[src/rtl/regfile_pkg.sv]
// Shared constants and the requester-select type for the register-file write arbiter.
package regfile_pkg;

  localparam int DATA_W_DEF = 64;
  localparam int ADDR_W_DEF = 5;
  localparam int XZR_ADDR   = 31;

  typedef enum logic {
    SEL_REQ0 = 1'b0,
    SEL_REQ1 = 1'b1
  } req_sel_t;

  function automatic req_sel_t other_req(input req_sel_t sel);
    return (sel == SEL_REQ0) ? SEL_REQ1 : SEL_REQ0;
  endfunction

endpackage

[src/rtl/rr_arb2.sv]
// Two-way round-robin arbiter; the pointer only moves when a grant is issued.
//
//   state    | meaning
//   SEL_REQ0 | requester 0 wins when both are valid
//   SEL_REQ1 | requester 1 wins when both are valid
module rr_arb2
  import regfile_pkg::*;
(
  input  logic     clk,
  input  logic     rst_n,
  input  logic     valid0,
  input  logic     valid1,
  output logic     ready0,
  output logic     ready1,
  output logic     gnt,
  output req_sel_t gnt_sel
);

  req_sel_t rr_ptr;
  req_sel_t rr_ptr_nxt;

  always_ff @(posedge clk or negedge rst_n) begin
    if (!rst_n) begin
      rr_ptr <= SEL_REQ0;
    end else begin
      rr_ptr <= rr_ptr_nxt;
    end
  end

  // rst_n gates the grant so both readies stay low while reset is held.
  always_comb begin
    gnt        = 1'b0;
    gnt_sel    = rr_ptr;
    rr_ptr_nxt = rr_ptr;
    if (rst_n) begin
      if (valid0 && valid1) begin
        gnt     = 1'b1;
        gnt_sel = rr_ptr;
      end else if (valid0) begin
        gnt     = 1'b1;
        gnt_sel = SEL_REQ0;
      end else if (valid1) begin
        gnt     = 1'b1;
        gnt_sel = SEL_REQ1;
      end
      if (gnt) begin
        rr_ptr_nxt = other_req(gnt_sel);
      end
    end
  end

  assign ready0 = gnt && (gnt_sel == SEL_REQ0);
  assign ready1 = gnt && (gnt_sel == SEL_REQ1);

endmodule

[src/rtl/regfile_wr_arbiter.sv]
// Merges ALU and load writebacks into the single register-file write port,
// dropping XZR writes and counting requester stall cycles.
module regfile_wr_arbiter
  import regfile_pkg::*;
#(
  parameter int DATA_W = DATA_W_DEF,
  parameter int ADDR_W = ADDR_W_DEF
) (
  input  logic              clk,
  input  logic              rst_n,
  input  logic              req0_valid,
  input  logic [ADDR_W-1:0] req0_addr,
  input  logic [DATA_W-1:0] req0_data,
  output logic              req0_ready,
  input  logic              req1_valid,
  input  logic [ADDR_W-1:0] req1_addr,
  input  logic [DATA_W-1:0] req1_data,
  output logic              req1_ready,
  output logic              wr_en,
  output logic [ADDR_W-1:0] wr_addr,
  output logic [DATA_W-1:0] wr_data,
  output logic              collision,
  output logic [15:0]       stall_cnt,
  input  logic              stall_clr
);

  localparam logic [ADDR_W-1:0] XZR = ADDR_W'(XZR_ADDR);

  logic              gnt;
  req_sel_t          gnt_sel;
  logic [ADDR_W-1:0] sel_addr;
  logic [DATA_W-1:0] sel_data;
  logic [16:0]       stall_sum;

  rr_arb2 u_arb (
    .clk     (clk),
    .rst_n   (rst_n),
    .valid0  (req0_valid),
    .valid1  (req1_valid),
    .ready0  (req0_ready),
    .ready1  (req1_ready),
    .gnt     (gnt),
    .gnt_sel (gnt_sel)
  );

  assign sel_addr = (gnt_sel == SEL_REQ1) ? req1_addr : req0_addr;
  assign sel_data = (gnt_sel == SEL_REQ1) ? req1_data : req0_data;

  // One extra bit catches overflow so the count can saturate cleanly.
  assign stall_sum = {1'b0, stall_cnt}
                   + 17'(req0_valid & ~req0_ready)
                   + 17'(req1_valid & ~req1_ready);

  always_ff @(posedge clk or negedge rst_n) begin
    if (!rst_n) begin
      wr_en     <= 1'b0;
      wr_addr   <= '0;
      wr_data   <= '0;
      collision <= 1'b0;
      stall_cnt <= '0;
    end else begin
      wr_en <= gnt && (sel_addr != XZR);
      if (gnt) begin
        wr_addr <= sel_addr;
        wr_data <= sel_data;
      end
      collision <= req0_valid && req1_valid && (req0_addr == req1_addr) && (req0_addr != XZR);
      if (stall_clr) begin
        stall_cnt <= '0;
      end else if (stall_sum[16]) begin
        stall_cnt <= 16'hFFFF;
      end else begin
        stall_cnt <= stall_sum[15:0];
      end
    end
  end

endmodule
[config.mk]
export PLATFORM = sky130hd
export DESIGN_NAME = regfile_wr_arbiter
export DESIGN_NICKNAME = d
export VERILOG_FILES = /design/src/rtl/regfile_pkg.sv /design/src/rtl/rr_arb2.sv /design/src/rtl/regfile_wr_arbiter.sv
export SDC_FILE = /design/constraint.sdc
export NUM_CORES = 1
export LEC_CHECK = 0
export ABC_AREA = 1
export CAP_MARGIN = 0
export CORE_AREA = 2 2 126 128
export CTS_CLUSTER_DIAMETER = 120
export DETAILED_ROUTE_END_ITERATION = 8
export DIE_AREA = 0 0 128 130
export HOLD_SLACK_MARGIN = 0.02
export PLACE_DENSITY_LB_ADDON = 0.2
export SLEW_MARGIN = 10
export SYNTH_ARGS = -nofsm -noshare
export SYNTH_HDL_FRONTEND = slang
export SYNTH_SLANG_ARGS = --single-unit
[constraint.sdc]
create_clock -name clk -period 4.4 [get_ports clk]
set_clock_uncertainty 0.15 [all_clocks]
set_input_delay 1.32 -clock clk [delete_from_list [all_inputs] [get_ports clk]]
set_output_delay 1.32 -clock clk [all_outputs]
set_load 0.05 [all_outputs]
# ---- Word-level counts from Yosys, hierarchy flattened
# Index checks and enable logic that the tools add are counted.
dict set report word_totals {
  elab_cells 38
  in_bits 143
  regBits 88
}
dict set report op_classes {
  bitwise_logic 5
  addsub 2
  eq_ne 3
  reduce_logical 7
  muxes 15
}
# cell count
set op_table {}
lappend op_table {{$mux 64} 1}
lappend op_table {{$and 1x17->17} 2}
lappend op_table {{$not 1->17} 2}
lappend op_table {{$mux 16} 2}
lappend op_table {{$add 16x17->17} 1}
lappend op_table {{$add 17x17->17} 1}
lappend op_table {{$mux 1} 11}
lappend op_table {{$ne 5x5->1 const B} 2}
lappend op_table {{$logic_and 1x1->1} 6}
lappend op_table {{$eq 5x5->1} 1}
lappend op_table {{$mux 5} 1}
lappend op_table {{$reduce_and 2->1} 1}
lappend op_table {{$not 1->1} 1}

# ---- Depth between registers and ports, before layout
# Gate-level depths: netlist (run 1).
dict set report depth {
  depth_word 13
  depth_mapped 20
}

# ---- Hierarchy
# Synthesis (run 1) repeated with hierarchy kept, for this count alone.
dict set report unflattened {
  cells_unflattened 547
  area_unflattened_um2 4391.7
}
# mod n_inst area_per_inst_um2 seq_area_each_um2 cells_per_inst
set by_module_without_submodules {}
lappend by_module_without_submodules {regfile_wr_arbiter 1 4294.1 2177.1 529}
lappend by_module_without_submodules {rr_arb2 1 97.6 25.0 18}

# ---- Worst setup path after synthesis (run 1)
# OpenSTA, ideal clock, no wires.
dict set report synth_timing {
  path_kind {input to output}
  startpoint {input port req1_valid}
  endpoint {output port req0_ready}
  path_stages 6
  t_required_ps 2930
  arrival_time_ps 2332
  setup_slack_ps 598
  cell_sequence {inv_1 > nand2_1 > nand3_2 > nand2_4 > nor2_2 > clkbuf_1}
}
dict set report synth_via {
  elab_chain_len 7
  word_cells_on_any_way 13
  classes_between {mux: 10; bitwise: 1; reduce/logical: 2}
}
# item line
set synth_lines {}
lappend synth_lines {{start, declared} regfile_wr_arbiter.sv:15} ;# input logic req1_valid,
lappend synth_lines {{$mux 1} rr_arb2.sv:42} ;# end else if (valid1) begin
lappend synth_lines {{$mux 1} rr_arb2.sv:39} ;# end else if (valid0) begin
lappend synth_lines {{$mux 1} rr_arb2.sv:36} ;# if (valid0 && valid1) begin
lappend synth_lines {{$mux 1 (2 in series)} rr_arb2.sv:35} ;# if (rst_n) begin
lappend synth_lines {{$not 1->1} rr_arb2.sv:52} ;# assign ready0 = gnt && (gnt_sel == SEL_REQ0);
lappend synth_lines {{$logic_and 1x1->1 (*)} rr_arb2.sv:52}
lappend synth_lines {{end, declared} regfile_wr_arbiter.sv:14} ;# output logic req0_ready,
# Every way passes the cells marked *; elsewhere a longest branch is shown, timed or not. The select of a mux whose other input is x is not followed.

# ---- Worst setup path after layout (run 1)
dict set report layout_timing {
  startpoint {input port req1_valid}
  endpoint {output port req1_ready}
}
dict set report layout_via {
  elab_chain_len 6
  word_cells_on_any_way 12
  classes_between {mux: 10; reduce/logical: 2}
}
# item line
set layout_lines {}
lappend layout_lines {{$mux 1} rr_arb2.sv:42}
lappend layout_lines {{$mux 1} rr_arb2.sv:39}
lappend layout_lines {{$mux 1} rr_arb2.sv:36}
lappend layout_lines {{$mux 1 (2 in series)} rr_arb2.sv:35}
lappend layout_lines {{$logic_and 1x1->1 (*)} rr_arb2.sv:53} ;# assign ready1 = gnt && (gnt_sel == SEL_REQ1);
lappend layout_lines {{end, declared} regfile_wr_arbiter.sv:18} ;# output logic req1_ready,
# Marked as above.

==> impl_metrics.toml, run 1 <==
[pwr]
clkPwrFrac_pct = 24.4
peakVddDrop_uv = 185
seq_power_share_pct = 34.9
p_int_mw = 1.79
p_sw_mw = 1.14
sw_frac_of_total_pct = 38.9
leakage_nw = 3.06
finalPower_mw = 2.94
power.density_nw_per_um2 = 413
comb_power_share_pct = 40.7

[setup_path]
crit-reg2reg-launch = "u_arb.rr_ptr"
crit_top_cell = "buf_4"
start_kind = "primary input"
critPathSlowestCell = "clkdlybuf4s50_1"
cpPeakStageDelay_ns = 0.45
r2r_cells = 18
critPathBufInv = 5
cp_top_family = "buffers and inverters"
critPathRequiredTime_ns = 2.93
worstSetupEndpointType = "output pin"
worstPathArrival_ns = 2.61
crit_fanout = 10
crit_start = "req1_valid"
path_class = "in -> out"
path_cells = "clkdlybuf4s50_1 -> buf_4 -> o21ai_4 -> inv_2 -> nand2_2 -> clkinv_2 -> buf_4"
worst-path-stages = 7

[route]
firstDrtPassIters = 6
drt_iter0_drc = 173
num_vias = 4147
ant_nets = 0
post_drt_wl_per_cell_um = 15.6
vias_per_cell = 4.66
drc = 0
routed_wl_um = 13900

[synthesis]
synth_commonest_cells = "nand2_1 (175), dfrtp_1 (88), a22oi_2 (50)"
yosysTopAreaCell = "dfrtp_1"
synthSimpleGateAreaFrac_pct = 21.0
synth_top_area_share_pct = 50.2
syn_avg_cell_area_sq_um = 9.45
yosys_warnings = 0
synth_edf_count = 0
seq_area_frac_synth_pct = 50.2
synth_mux_area_share_pct = 0
synth.area.top_cells = "dfrtp_1 (50%), nand2_1 (15%), a22oi_2 (14%)"
postSynth.asyncResetShare_pct = 100
syn_area_sq_um = 4380
synthFlopType = "dfrtp_1"
synth-compound-area-share_pct = 20.0
ys_seq_elements = 88
synth_fa_ha_area_share_pct = 0.742
synth_nets = 609
synth_top_family_by_area = "simple AND/OR/NAND/NOR gates"
synthXorXnorAreaFrac_pct = 1.60
yosysMostFrequentCell = "nand2_1"
syn_inst = 464
yosys.cell_types.count = 32

[clock_tree]
clock_path_buffers = 2
insertion_delay_ns = 0.34
cts_tree = "built"
htreeDepth = 3
ctsResizeCount = 0
cts_setup_buffers = 0
clockRootBuffer = "clkbuf_16"
clk_pin_slew_ns = 0.06
cts_hold_buf = 0
cts_sinks = 88
numCtsBuffers = 9

[placed_design]
io_buffers = 231
gp_congestion = 0.795
numPlacedInstances = 873
dp_hpwl_um = 10200

[timing]
clock.fmax_ghz = 0.245
slew_viol_final = 0
fin_crit_sh_pct = 92.8
period_minus_slack_ns = 4.08
setup_violations = 0
fin_tns_setup_ns = 0
rsz0062_at_grt = "false"
worstMarginPinSlew_ns = 1.00
hold_viol_final = 0
relSlewSlack_pct = 33.3

[worst_hold_path]
min_from = "wr_addr[3]"
hp-class = "reg -> reg"
hold_path_depth = 2

[run_status]
status = "complete, no violations"

[floorplan]
die_h_um = 130
dieArea_sq_um = 16600
core_sq_um = 15400
rows = 46
die_w_um = 128
start_util_pct = 28.4
io_pins = 232

[global_routing]
grt_usage_pct = 16.8
grt_max_degree = 73
grt-ovfl-total = 0
grt_pass1_vias = 4278
grt_pass1_wl_um = 21900
antenna_found_initial = 0

[cells_and_area]
area_growth_pct = 62.2
finish.utilization_pct = 46.1
nNetsFinal = 837
nFillCells = 1505
drive_gt1_share_pct = 12.5
layout.cells.non_filler = 889
n_antenna_cell = 0

[flow_run]
max_cap_violations = 0
==> path summary, 6_finish.rpt <==
kind	slack [ns]	to
min reg2reg	0.33	wr_addr[3]
max	0.32	req1_ready
min in group asynchronous	0.73	u_arb.rr_ptr
max reg2reg	1.55	stall_cnt[15]
max in group asynchronous	2.12	wr_data[17]
min	0.33	wr_addr[3]
==> area by class of cell <==
class | count | area, sq um | share of cell area (%)
well taps | 192 | 240 | 3.38
repair buffers | 240 | 2380 | 33.5
inverters | 27 | 103 | 1.44
clock inverters | 5 | 31.3 | 0.440
multi-input cells | 326 | 1910 | 26.8
flip-flops and latches | 88 | 2200 | 31.0
clock buffers | 11 | 243 | 3.41
==> cell families (layout without fill, tap and decap cells) <==
logic type               after synthesis  in the layout
XOR/XNOR                               8              8
buffers and inverters                 50            283
AO/OA/AOI/OAI                         89             89
flip-flops                            88             88
adder cells (fa/ha/maj)                2              2
AND/OR/NAND/NOR                      227            227
==> routing by layer <==
| metal | track usage [%] | routed length [um] | vias to the layer above |
|---|---|---|---|
| met5 | 0 | 0 | - |
| li1 | - | - | 2011 |
| met1 | 20.0 | 5810 | 1964 |
| met4 | 6.40 | 272 | 0 |
| met3 | 4.14 | 951 | 16 |
| met2 | 29.3 | 6860 | 156 |
==> registers in the layout, summed over array words and instances (netlist names) <==
signal        count
wr_data          64
stall_cnt        16
wr_addr           5
collision         1
u_arb.rr_ptr      1
wr_en             1
==> through the flow <==
stage	hold WS (ns)	cell area (sq um)	worst slack [ns]
after floorplan	0.387	4380	0.598
after global placement	0.323	6840	0.271
after detailed placement	0.329	6840	0.175
after CTS	0.346	7110	0.301
after global routing	0.371	7110	0.240
final	0.333	7110	0.315
==> worst register-to-register path: stages, from the launching register on <==
cell	delay (ns)
dfrtp_1	0.36
inv_1	0.06
or2_2	0.32
nand2_4	0.14
nor2_4	0.06
inv_1	0.07
nand2_1	0.07
fa_1	0.39
inv_1	0.10
ha_1	0.19
nand2_1	0.06
inv_1	0.07
nand2_1	0.08
nor2_1	0.17
nand3_1	0.12
buf_4	0.20
nand3_1	0.08
nand2_1	0.05
inv_1	0.05
==> cell usage in the layout (no fill, tap or decap), drive strengths merged, types with 2 or more instances in the layout <==
master         count
nor2              19
nand2            177
clkinv             4
a31oi              3
nand3             17
or2                3
nand4              6
nor3               4
clkdlybuf4s50    228
a21oi             13
buf               12
dfrtp             88
clkbuf            11
a22oi             64
xor2               6
inv               27
xnor2              2
o21ai              7
==> power groups by stage <==
stage / clock, mW / combinational [mW] / sequential (mW)
detailed placement: 0 / 1.21 / 1.04
global route: 0.780 / 1.26 / 1.04
CTS: 0.745 / 1.21 / 1.03
global placement: 0 / 1.20 / 1.04
finish: 0.717 / 1.20 / 1.02
floorplan: 0 / 0.269 / 1.49
(Power assumes the default switching activity.)
==> run 2, diff against run 1 <==
--- a/config.mk
+++ b/config.mk
@@ -8,6 +8,7 @@
 export ABC_AREA = 1
 export CAP_MARGIN = 0
 export CORE_AREA = 2 2 126 128
+export CTS_BUF_LIST = sky130_fd_sc_hd__clkbuf_16
 export CTS_CLUSTER_DIAMETER = 120
 export DETAILED_ROUTE_END_ITERATION = 8
 export DIE_AREA = 0 0 128 130
==> impl_metrics.toml, run 2 (synthesized netlist as in run 1, its figures left out) <==
[pwr]
peakVddDrop_uv = 183
leakage_nw = 3.06
power.density_nw_per_um2 = 411

[route]
ant_nets = 0
drc = 0
vias_per_cell = 4.65
num_vias = 4131
drt_iter0_drc = 186
post_drt_wl_per_cell_um = 15.6
routed_wl_um = 13900
firstDrtPassIters = 4

[worst_hold_path]
hold_end = "wr_addr[3]"
min_from = "wr_addr[3]"
hold_path_depth = 2
hp-class = "reg -> reg"

[setup_path]
start_kind = "primary input"
r2r_end = "stall_cnt[15]"
worstSetupEndpointType = "output pin"
crit_start = "req1_valid"
crit_fanout = 10
r2r_slack_ns = 1.55
crit_top_cell = "buf_4"
worstPathArrival_ns = 2.62
critPathSlowestCell = "clkdlybuf4s50_1"
r2r_cells = 18
critPathRequiredTime_ns = 2.93
path_cells = "clkdlybuf4s50_1 -> buf_4 -> o21ai_4 -> inv_2 -> nand2_2 -> clkinv_2 -> buf_4"
path_class = "in -> out"
cpPeakStageDelay_ns = 0.45
crit-reg2reg-launch = "u_arb.rr_ptr"

[timing]
hold_viol_final = 0
worstMarginPinSlew_ns = 0.993
fin_crit_sh_pct = 92.9
fin_tns_setup_ns = 0
period_minus_slack_ns = 4.09
slew_viol_final = 0
relSlewSlack_pct = 33.8
clock.fmax_ghz = 0.245
setup_violations = 0
rsz0062_at_grt = "false"

[clock_tree]
clockRootBuffer = "clkbuf_16"
htreeDepth = 3
cts_sinks = 88
clk_pin_slew_ns = 0.06
numCtsBuffers = 9
cts_hold_buf = 0
cts_tree = "built"
cts_setup_buffers = 0
ctsResizeCount = 0
clock_path_buffers = 2
insertion_delay_ns = 0.34

[cells_and_area]
fin_area_sq_um = 7100
nNetsFinal = 837
regMostFlops = "wr_data"
area_growth_pct = 61.9
n_antenna_cell = 0
top_regs = "wr_data (64), stall_cnt (16), wr_addr (5)"
largest_register_ffs = 64
final_cell_mix = "clkdlybuf4s50_1 (228), nand2_1 (175), dfrtp_1 (88)"
final_common_cell = "clkdlybuf4s50_1"
drive_gt1_share_pct = 12.3

[floorplan]
start_util_pct = 28.4
rows = 46
die_h_um = 130
io_pins = 232
core_sq_um = 15400
dieArea_sq_um = 16600
die_w_um = 128

[global_routing]
grt_pass1_wl_um = 21900
grt_usage_pct = 16.7
grt_max_degree = 73
grt-ovfl-total = 0
grt_pass1_vias = 4264
antenna_found_initial = 0

[placed_design]
gp_congestion = 0.795
dp_hpwl_um = 10200
io_buffers = 231
place_area_sq_um = 6840

[flow_run]
max_cap_violations = 0

[run_status]
status = "complete, no violations"
[run 2: cell types whose count changed in the layout (fill, tap and decap cells not counted)]
cell      change
clkbuf_1      -1
clkbuf_8      -1
clkinv_1      +1
inv_1         +1
[run 2: area by class of cell]
class	instances	area (sq um)
multi-input cells	326	1910
well taps	192	240
repair buffers	240	2380
fillers	1503	8330
inverters	27	103
clock buffers	9	225
clock inverters	7	38.8
flip-flops and latches	88	2200
[run 2: worst max path at each step]
stage / to / slack [ns]
CTS: req1_ready / 0.30
detailed placement: stall_cnt[15] / 0.18
global placement: stall_cnt[15] / 0.27
finish: req1_ready / 0.31
floorplan: req0_ready / 0.60
global route: req1_ready / 0.24
[run 2: per-stage QoR]
stage,cells,hold WS [ns],setup WS [ns],power [mW],utilization (%)
floorplan,464,0.387,0.598,1.76,-
global placement,873,0.323,0.271,2.24,44.3
detailed placement,873,0.329,0.175,2.25,44.3
CTS,889,0.346,0.301,2.96,46.0
global route,889,0.371,0.240,3.06,46.0
finish,889,0.333,0.313,2.91,46.0
[run 2: layer usage]
metal	vias up	track usage (%)	wire, um
li1	2012	-	-
met1	1957	20.2	5790
met2	146	29.1	6870
met3	16	4.14	940
met4	0	6.40	273
met5	-	0	0
[run 2: critical path, delay by kind of cell]
kind | cells | cell delay (ns)
buffers and inverters | 5 | 0.97
AOI/OAI and AO/OA | 1 | 0.21
and+or+nand+nor | 1 | 0.10
[run 2: power breakdown]
part           leakage, nW  switching (mW)  internal, mW
clock network        0.134           0.318         0.378
registers             1.11          0.0854         0.939
logic                 1.82           0.738         0.457
